--- src/rtl/coherence_bus_ctrl_if.sv ---
// Bus bundle between the two dcaches, the coherence controller and the RAM.
// Index 0/1 selects the dcache; the RAM side is a single port.
interface coherence_bus_ctrl_if;
  logic [1:0]       dREN;
  logic [1:0]       dWEN;
  logic [1:0][31:0] daddr;
  logic [1:0][31:0] dstore;
  logic [1:0]       cctrans;
  logic [1:0]       ccwrite;
  logic [1:0]       dwait;
  logic [1:0][31:0] dload;
  logic [1:0]       ccwait;
  logic [1:0]       ccinv;
  logic [1:0][31:0] ccsnoopaddr;
  logic             ramREN;
  logic             ramWEN;
  logic [31:0]      ramaddr;
  logic [31:0]      ramstore;
  logic [31:0]      ramload;
  logic             ram_ready;

  modport slave (
    input  dREN, dWEN, daddr, dstore, cctrans, ccwrite, ramload, ram_ready,
    output dwait, dload, ccwait, ccinv, ccsnoopaddr,
           ramREN, ramWEN, ramaddr, ramstore
  );

  modport master (
    output dREN, dWEN, daddr, dstore, cctrans, ccwrite, ramload, ram_ready,
    input  dwait, dload, ccwait, ccinv, ccsnoopaddr,
           ramREN, ramWEN, ramaddr, ramstore
  );
endinterface

--- src/rtl/coherence_bus_ctrl.sv ---
// MSI snooping bus controller for two dcaches sharing one RAM port: arbitrates,
// snoops the other cache and serves each word from RAM or cache-to-cache.
module coherence_bus_ctrl (
  input  logic                 CLK,
  input  logic                 RST,
  coherence_bus_ctrl_if.slave  bus
);

  typedef enum logic [3:0] {
    IDLE, SNOOP, XFER0, XFER1, LOAD0, LOAD1, WB0, WB1, INV
  } state_e;

  state_e     state_q, state_d;
  logic       req_q, req_d;
  logic       last_q, last_d;
  logic       oth;
  logic       gnt;
  logic [1:0] reqv;

  always_comb begin
    state_d          = state_q;
    req_d            = req_q;
    last_d           = last_q;
    oth              = ~req_q;
    reqv             = bus.dREN | bus.dWEN | bus.cctrans;
    gnt              = (reqv == 2'b11) ? ~last_q : ~reqv[0];
    bus.dwait        = 2'b11;
    bus.dload        = '0;
    bus.ccwait       = 2'b00;
    bus.ccinv        = 2'b00;
    bus.ccsnoopaddr  = '0;
    bus.ramREN       = 1'b0;
    bus.ramWEN       = 1'b0;
    bus.ramaddr      = '0;
    bus.ramstore     = '0;

    // Outputs are held at their idle values while reset is asserted so an
    // abandoned access can never produce a stray dwait pulse or RAM strobe.
    if (!RST) begin
      case (state_q)
        IDLE: begin
          if (|reqv) begin
            req_d  = gnt;
            last_d = gnt;
            if (bus.dWEN[gnt])
              state_d = WB0;
            else if (bus.dREN[gnt])
              state_d = SNOOP;
            else if (bus.ccwrite[gnt])
              state_d = INV;
          end
        end
        SNOOP: begin
          bus.ccwait[oth]      = 1'b1;
          bus.ccsnoopaddr[oth] = bus.daddr[req_q];
          bus.ccinv[oth]       = bus.ccwrite[req_q];
          state_d              = bus.cctrans[oth] ? XFER0 : LOAD0;
        end
        XFER0, XFER1: begin
          // Supplier's Modified data goes to the requester and to RAM at once.
          bus.ramWEN        = 1'b1;
          bus.ramaddr       = bus.daddr[oth];
          bus.ramstore      = bus.dstore[oth];
          bus.dload[req_q]  = bus.dstore[oth];
          bus.ccwait[oth]   = 1'b1;
          if (bus.ram_ready) begin
            bus.dwait = 2'b00;
            state_d   = (state_q == XFER0) ? XFER1 : IDLE;
          end
        end
        LOAD0, LOAD1: begin
          bus.ramREN        = 1'b1;
          bus.ramaddr       = bus.daddr[req_q];
          bus.dload[req_q]  = bus.ramload;
          bus.ccwait[oth]   = 1'b1;
          if (bus.ram_ready) begin
            bus.dwait[req_q] = 1'b0;
            state_d          = (state_q == LOAD0) ? LOAD1 : IDLE;
          end
        end
        WB0, WB1: begin
          bus.ramWEN   = 1'b1;
          bus.ramaddr  = bus.daddr[req_q];
          bus.ramstore = bus.dstore[req_q];
          if (bus.ram_ready) begin
            bus.dwait[req_q] = 1'b0;
            state_d          = (state_q == WB0) ? WB1 : IDLE;
          end
        end
        INV: begin
          bus.ccwait[oth]      = 1'b1;
          bus.ccinv[oth]       = 1'b1;
          bus.ccsnoopaddr[oth] = bus.daddr[req_q];
          bus.dwait[req_q]     = 1'b0;
          state_d              = IDLE;
        end
        default: state_d = IDLE;
      endcase
    end
  end

  // last resets to 1 so cache 0 wins the first tie.
  always_ff @(posedge CLK) begin
    if (RST) begin
      state_q <= IDLE;
      req_q   <= 1'b0;
      last_q  <= 1'b1;
    end else begin
      state_q <= state_d;
      req_q   <= req_d;
      last_q  <= last_d;
    end
  end

endmodule

--- src/flat_wrapper.sv ---
// flat-port wrapper written by rule: the top's interface ports become plain ports
module coherence_bus_ctrl_flat 
  (CLK, RST, bus_dREN, bus_dWEN, bus_daddr, bus_dstore, bus_cctrans, bus_ccwrite, bus_ramload, bus_ram_ready, bus_dwait, bus_dload, bus_ccwait, bus_ccinv, bus_ccsnoopaddr, bus_ramREN, bus_ramWEN, bus_ramaddr, bus_ramstore);
  coherence_bus_ctrl_if bus_i ();
  input  logic CLK;
  input  logic RST;
  input wire logic [$bits(bus_i.dREN)-1:0] bus_dREN;
  input wire logic [$bits(bus_i.dWEN)-1:0] bus_dWEN;
  input wire logic [$bits(bus_i.daddr)-1:0] bus_daddr;
  input wire logic [$bits(bus_i.dstore)-1:0] bus_dstore;
  input wire logic [$bits(bus_i.cctrans)-1:0] bus_cctrans;
  input wire logic [$bits(bus_i.ccwrite)-1:0] bus_ccwrite;
  input wire logic [$bits(bus_i.ramload)-1:0] bus_ramload;
  input wire logic [$bits(bus_i.ram_ready)-1:0] bus_ram_ready;
  output wire logic [$bits(bus_i.dwait)-1:0] bus_dwait;
  output wire logic [$bits(bus_i.dload)-1:0] bus_dload;
  output wire logic [$bits(bus_i.ccwait)-1:0] bus_ccwait;
  output wire logic [$bits(bus_i.ccinv)-1:0] bus_ccinv;
  output wire logic [$bits(bus_i.ccsnoopaddr)-1:0] bus_ccsnoopaddr;
  output wire logic [$bits(bus_i.ramREN)-1:0] bus_ramREN;
  output wire logic [$bits(bus_i.ramWEN)-1:0] bus_ramWEN;
  output wire logic [$bits(bus_i.ramaddr)-1:0] bus_ramaddr;
  output wire logic [$bits(bus_i.ramstore)-1:0] bus_ramstore;
  assign bus_i.dREN = bus_dREN;
  assign bus_i.dWEN = bus_dWEN;
  assign bus_i.daddr = bus_daddr;
  assign bus_i.dstore = bus_dstore;
  assign bus_i.cctrans = bus_cctrans;
  assign bus_i.ccwrite = bus_ccwrite;
  assign bus_i.ramload = bus_ramload;
  assign bus_i.ram_ready = bus_ram_ready;
  assign bus_dwait = bus_i.dwait;
  assign bus_dload = bus_i.dload;
  assign bus_ccwait = bus_i.ccwait;
  assign bus_ccinv = bus_i.ccinv;
  assign bus_ccsnoopaddr = bus_i.ccsnoopaddr;
  assign bus_ramREN = bus_i.ramREN;
  assign bus_ramWEN = bus_i.ramWEN;
  assign bus_ramaddr = bus_i.ramaddr;
  assign bus_ramstore = bus_i.ramstore;
  coherence_bus_ctrl u_core (.CLK(CLK), .RST(RST), .bus(bus_i));
endmodule
--- config.mk ---
export PLATFORM = sky130hd
export DESIGN_NAME = coherence_bus_ctrl_flat
export DESIGN_NICKNAME = d
export VERILOG_FILES = /design/src/rtl/coherence_bus_ctrl_if.sv /design/src/rtl/coherence_bus_ctrl.sv /design/src/flat_wrapper.sv
export SDC_FILE = /design/constraint.sdc
export NUM_CORES = 1
export LEC_CHECK = 0
export BUFFER_PORTS_ARGS = -buffer_cell sky130_fd_sc_hd__buf_2
export CAP_MARGIN = 15
export CORE_AREA = 2 2 144 146
export DETAILED_ROUTE_END_ITERATION = 8
export DIE_AREA = 0 0 146 148
export HOLD_SLACK_MARGIN = 0.05
export PLACE_DENSITY = 0.54
export SYNTH_ARGS = -nofsm -noshare
export SYNTH_HDL_FRONTEND = slang
export SYNTH_SLANG_ARGS = --single-unit
--- constraint.sdc ---
create_clock -name CLK -period 3.2 [get_ports CLK]
set_input_delay 0 -clock CLK [delete_from_list [all_inputs] [get_ports CLK]]
set_output_delay 0 -clock CLK [all_outputs]
set_load 0.03 [all_outputs]
---- Yosys cells after proc, flatten, opt, wreduce, memory -nomap -nowiden ----
Index checks and enable logic that the tools add are counted.
storage, ports and cells
  input port bits ......................... 171
  register bits after elaboration ......... 6
  memories ................................ 0
  latch bits .............................. 0
  logic and storage cells ................. 104
  memory bits (writable) .................. 0
  bits in read-only memories .............. 0
cells by class
  reduce and logical (&&, ||, !) cells .... 13
  add/sub/neg operators ................... 0
  equality and inequality tests ........... 14
  shifts and indexed selects .............. 0
  multiply operators ...................... 0
  bitwise logic cells ..................... 10
  muxes and demuxes ....................... 59
  magnitude comparators ................... 5
  divide/modulo/power cells ............... 0
operator list
  cell                  number
  $mux W32              12
  $and A64 B64 Y64      3
  $mux W64              3
  $pmux W32 S2          2
  $pmux W64 S2          1
  $demux W32 S1         2
  $mux W4               7
  $pmux W4 S5           1
  $mux W1               17
  $eq A4 B3 Y1 const B  4
  $mux W2               7
  $reduce_or A2 Y1      5
  $mux W3               3
  $eq A4 B2 Y1 const B  2
  $reduce_or A4 Y1      2
  $lt A1 B2 Y1 const B  3
  $ne A2 B2 Y1 const B  3
  $pmux W2 S3           1
  $reduce_or A6 Y1      1
  $reduce_and A5 Y1     1
  $eq A4 B1 Y1 const B  1
  $eq A4 B4 Y1 const B  1
  $logic_not A4 Y1      1
  $ne A4 B1 Y1 const B  1
  other kinds (11)      17

---- Depth between registers and ports, before layout ----
  word-level depth ........................ 11
  depth in mapped cells ................... 8
  gate-level depth less buffers ........... 5

---- Worst setup path after synthesis ----
OpenSTA, ideal clock, no wires.
  kind .................................... reg2out
  start point ............................. reg u_core.req_q
  end point ............................... out bus_ccinv[1]
  stages on the path, launching flop included .. 6
  arrival time ............................ 1.989 ns
  setup slack ............................. 1.211 ns
  path buffers ............................ 4
  path through ............................ dfxtp_1 buf_2 buf_4 buf_2 clkbuf_1 nor4_1
on the way
  word-level cells in the longest chain between the ends .. 8
  elaborated cells between the ends (all ways) .. 11
  those cells by class .................... order compare (2); mux (6); bitwise (2); reduce/logical (1)
RTL lines
  what                                                                       RTL line                                            text
  start: declaration                                                         coherence_bus_ctrl.sv:14                            logic req_q, req_d;
  start signal: assignment                                                   coherence_bus_ctrl.sv:110                           req_q <= req_d;
  $not A1 Y1                                                                 coherence_bus_ctrl.sv:24                            oth = ~req_q;
  $lt A1 B2 Y1 (not written as such) / $ge A1 B1 Y1 (equally long branches)  coherence_bus_ctrl.sv:56, coherence_bus_ctrl.sv:92
  $logic_and A1 B1 Y1 (not written as such)                                  coherence_bus_ctrl.sv:56, coherence_bus_ctrl.sv:92
  $mux W1 (not written as such)                                              coherence_bus_ctrl.sv:56, coherence_bus_ctrl.sv:92
  $demux W1 S1                                                               --
  $and A2 B2 Y2 (no line)                                                    --
  $pmux W2 S2 *                                                              coherence_bus_ctrl.sv:40                            case (state_q)
  $mux W2 *                                                                  coherence_bus_ctrl.sv:39                            if (!RST) begin
  end: declaration                                                           flat_wrapper.sv:18                                  output wire logic [$bits(bus_i.ccinv)-1:0] bus_ccinv;
Every way passes the cells marked *; elsewhere a longest branch is shown, timed or not. The select of a mux whose other input is x is not followed.

---- Worst setup path in the final report ----
  start point ............................. reg u_core.state_q[1]
  end point ............................... out bus_ramstore[31]
on the way
  word-level cells in the longest chain between the ends .. 4
  elaborated cells between the ends (all ways) .. 8
  those cells by class .................... eq/ne (4); mux (2); reduce/logical (2)
RTL lines
  what                                                 RTL line                   text
  start: declaration                                   coherence_bus_ctrl.sv:13   state_e state_q, state_d;
  start signal: assignment                             coherence_bus_ctrl.sv:109  state_q <= state_d;
  $eq A4 B3 Y1 / $eq A4 B2 Y1 (equally long branches)  coherence_bus_ctrl.sv:40
  $reduce_or A2 Y1                                     coherence_bus_ctrl.sv:40
  $pmux W32 S2 *                                       coherence_bus_ctrl.sv:40
  $mux W32 *                                           coherence_bus_ctrl.sv:39
  end: declaration                                     flat_wrapper.sv:23         output wire logic [$bits(bus_i.ramstore)-1:0] bus_ramstore;
Every way passes the cells marked *; elsewhere a longest branch is shown, timed or not.

==> out/results.tsv <==
stage	metric	value	unit
global_routing	All-Layer GR Usage	15.6	%
pwr	pwr dens	711	mW/mm²
logic_synthesis	post-synthesis adder-cell area fraction	0	%
critical_path	Worst EP arrival	2400	ps
route	drt pass-1 iters	5	
sta	Fmax	0.417	GHz
logic_synthesis	sequential cell area fraction in the yosys report	3.30	%
pwr	sw power	2.62	mW
place	number of I/O port buffers	370	
critical_path	crit path max fanout	57	
critical_path	Worst Setup End Kind	output pin	
critical_path	startpoint types	flop	
die	die span in x	146	µm
cts	CTS max path bufs	2	
logic_synthesis	Post-synth top cells	a221oi_1, nor2_1, nor3_1	
global_routing	largest net degree at the start of global routing	74	
sta	Final period util	74.9	%
logic_synthesis	post-synthesis xor/xnor area fraction	0	%
die	io pins	371	
place	routability cong.	0.803	
hold_path	Hold Crit Class	input port to flop	
logic_synthesis	Mean Syn Cell Area	6.26	µm²
sta	Rel. slew slack	45.9	%
die	Die Height	148	µm
die	Core ar.	0.0200	mm²
logic_synthesis	Area contributors post-synth	a221oi_1, nor2_1, and2_1, nor3_1, mux2i_1	
pwr	VDD IR max	0.327	mV
die	num rows	52	
cts	worst-skew pair later-pin latency	230	ps
logic_synthesis	syn_nets	752	
global_routing	first-pass GRT wire length	27.8	mm
run	number of max-cap violations	0	
cts	Resize count post-CTS	0	
pwr	Clock Power Share	5.3	%
cells_and_area	antenna cells	0	
logic_synthesis	library cells used by synthesis	35	
route	Routed WL	19.0	mm
critical_path	crit path kind	flop to output pin	
sta	Pins Over Slew Limit	0	
route	Routed Antenna Nets	0	
pwr	Int Power	1.46	mW
pwr	Sw Share	64.2	%
cts	Sink Count	6	
sta	minimum clock period after layout	2400	ps
cts	Clk pin slew, worst setup/hold paths	40	ps
global_routing	vias in the first global route	5157	
cts	Root Buffer	clkbuf_16	
logic_synthesis	cell count after synthesis	581	
global_routing	initial antenna violation count	0	
place	HPWL Detailed	14.6	mm
sta	Worst-Margin Slew	811	ps
logic_synthesis	Top FF cell, synth	dfxtp_1	
route	Via-to-Cell Ratio	5.14	
sta	setup violators final	0	
logic_synthesis	Yosys top cell by area	a221oi_1	
pwr	LEAKAGE	2.91	nW
logic_synthesis	post-synthesis async set-or-reset flop share	0	%
sta	RSZ-0062 raised after global routing	no	
place	Area after DPL	0.00563	mm²
cells_and_area	nets	1064	
logic_synthesis	number of synthesized flops with an enable pin	0	
die	die area	0.0216	mm²
logic_synthesis	Simple-Gate Fraction of Synth Area	36.9	%
logic_synthesis	Synth Area in Compound Gates	40.1	%
sta	Post-Route Skew	0.292	ps
sta	worst hold margin	132	ps
route	# DRC	0	
logic_synthesis	Synth Cell Area	0.00364	mm²
cts	TritonCTS clock tree	done	
cts	setup bufs post-CTS	0	
cells_and_area	post-route cell area	0.00574	mm²
logic_synthesis	mux cell area share after synthesis	9.70	%
logic_synthesis	largest family of logic cells by synthesized area	compound AO/OA/AOI/OAI gates	
sta	Setup TNS Final	0	ps
logic_synthesis	most frequent cell after synthesis	a221oi_1	
critical_path	data required time of the worst path	3200	ps
logic_synthesis	Ys Warns	0	
cells_and_area	area grow syn2layout	57.7	%
global_routing	total congestion overflow	0	
logic_synthesis	Synth top area share	30.8	%
logic_synthesis	Yosys reg bits	6	
status	result of the run	finished, final reports clean	
pwr	Seq pwr share	5.8	%
route	Iteration-0 DRC Markers	316	
route	DR WL/cell	16.3	µm
die	initial cell density of the core	18.2	%
cells_and_area	share of layout cells above drive strength 1	45.0	%
sta	Final Hold Fails	0	
cts	TritonCTS buffer count	3	
route	vias	5976	
pwr	combinational power share	88.9	%
cts	H-tree depth	1	
layout by cell type (no fill, tap or decap), types with 3 or more instances in the layout:
cell,count
nor3_1,69
mux2i_1,33
nor4_1,3
and2_1,65
buf_2,369
buf_4,12
o21bai_1,3
a221oi_1,128
clkbuf_16,3
o21ai_0,6
dfxtp_1,5
nor2_1,109
nand2b_1,4
nand2_1,7
a21oi_1,40
per-stage QoR:
step / instances / power [mW] / worst slack, ps / util (%)
finish: 1162 / 4.08 / 804 / 28.6
global route: 1162 / 4.42 / 618 / 28.6
CTS: 1161 / 4.12 / 659 / 28.6
detailed placement: 1156 / 3.89 / 914 / 28.1
global placement: 1156 / 3.88 / 966 / 28.1
floorplan: 581 / 2.92 / 1210 / -
worst max-delay path: stages (launching register included):
cell      delay (ps)
dfxtp_1          530
nor3b_4          350
buf_4            520
a221oi_1         180
nor3_1           320
buf_2            260
flip-flops by register name (all words and copies together) (netlist names):
name	count
u_core.state_q	4
u_core.req_q	1
u_core.last_q	1
power groups by stage:
stage / logic (mW) / clock network (mW) / registers, mW
after global placement: 3.65 / 0 / 0.237
final: 3.63 / 0.216 / 0.238
after CTS: 3.66 / 0.217 / 0.238
after floorplan: 2.80 / 0 / 0.121
after global routing: 3.95 / 0.220 / 0.250
after detailed placement: 3.65 / 0 / 0.240
final cells by class:
class	instances	area (µm²)
clock buffer	4	78.8
fill	2247	14300
inverter	2	7.51
multi-input combinational	495	3190
sequential	6	124
tap	270	338
timing repair buffer	385	2000
cells by family after synthesis:
kind of cell | Yosys count
muxes | 35
and+or+nand+nor | 271
AOI/OAI and AO/OA | 189
buffers and inverters | 80
DFF | 6
path summary, 6_finish.rpt:
check / from / to / slack, ps / depth (start not counted)
max: u_core.state_q[1] / bus_ramstore[31] / 800 / 5
min: bus_ram_ready / u_core.state_q[0] / 130 / 4
max reg2reg: u_core.req_q / u_core.state_q[1] / 1130 / 6
min reg2reg: u_core.state_q[0] / u_core.state_q[0] / 580 / 2
layer usage:
metal | wire [µm] | global-route usage (%) | vias to the layer above
met1 | 7480 | 18.9 | 2789
li1 | - | - | 2874
met3 | 1530 | 1.82 | 10
met5 | 0 | 0 | -
met4 | 129 | 2.23 | 0
met2 | 9810 | 30.0 | 303
what timing repair did:
action,4_1_cts,5_1_grt
endpoints found under the setup margin,0,0
hold buffers,1,0
endpoints found under the hold margin,1,0
Power figures use the tool's default switching activity.
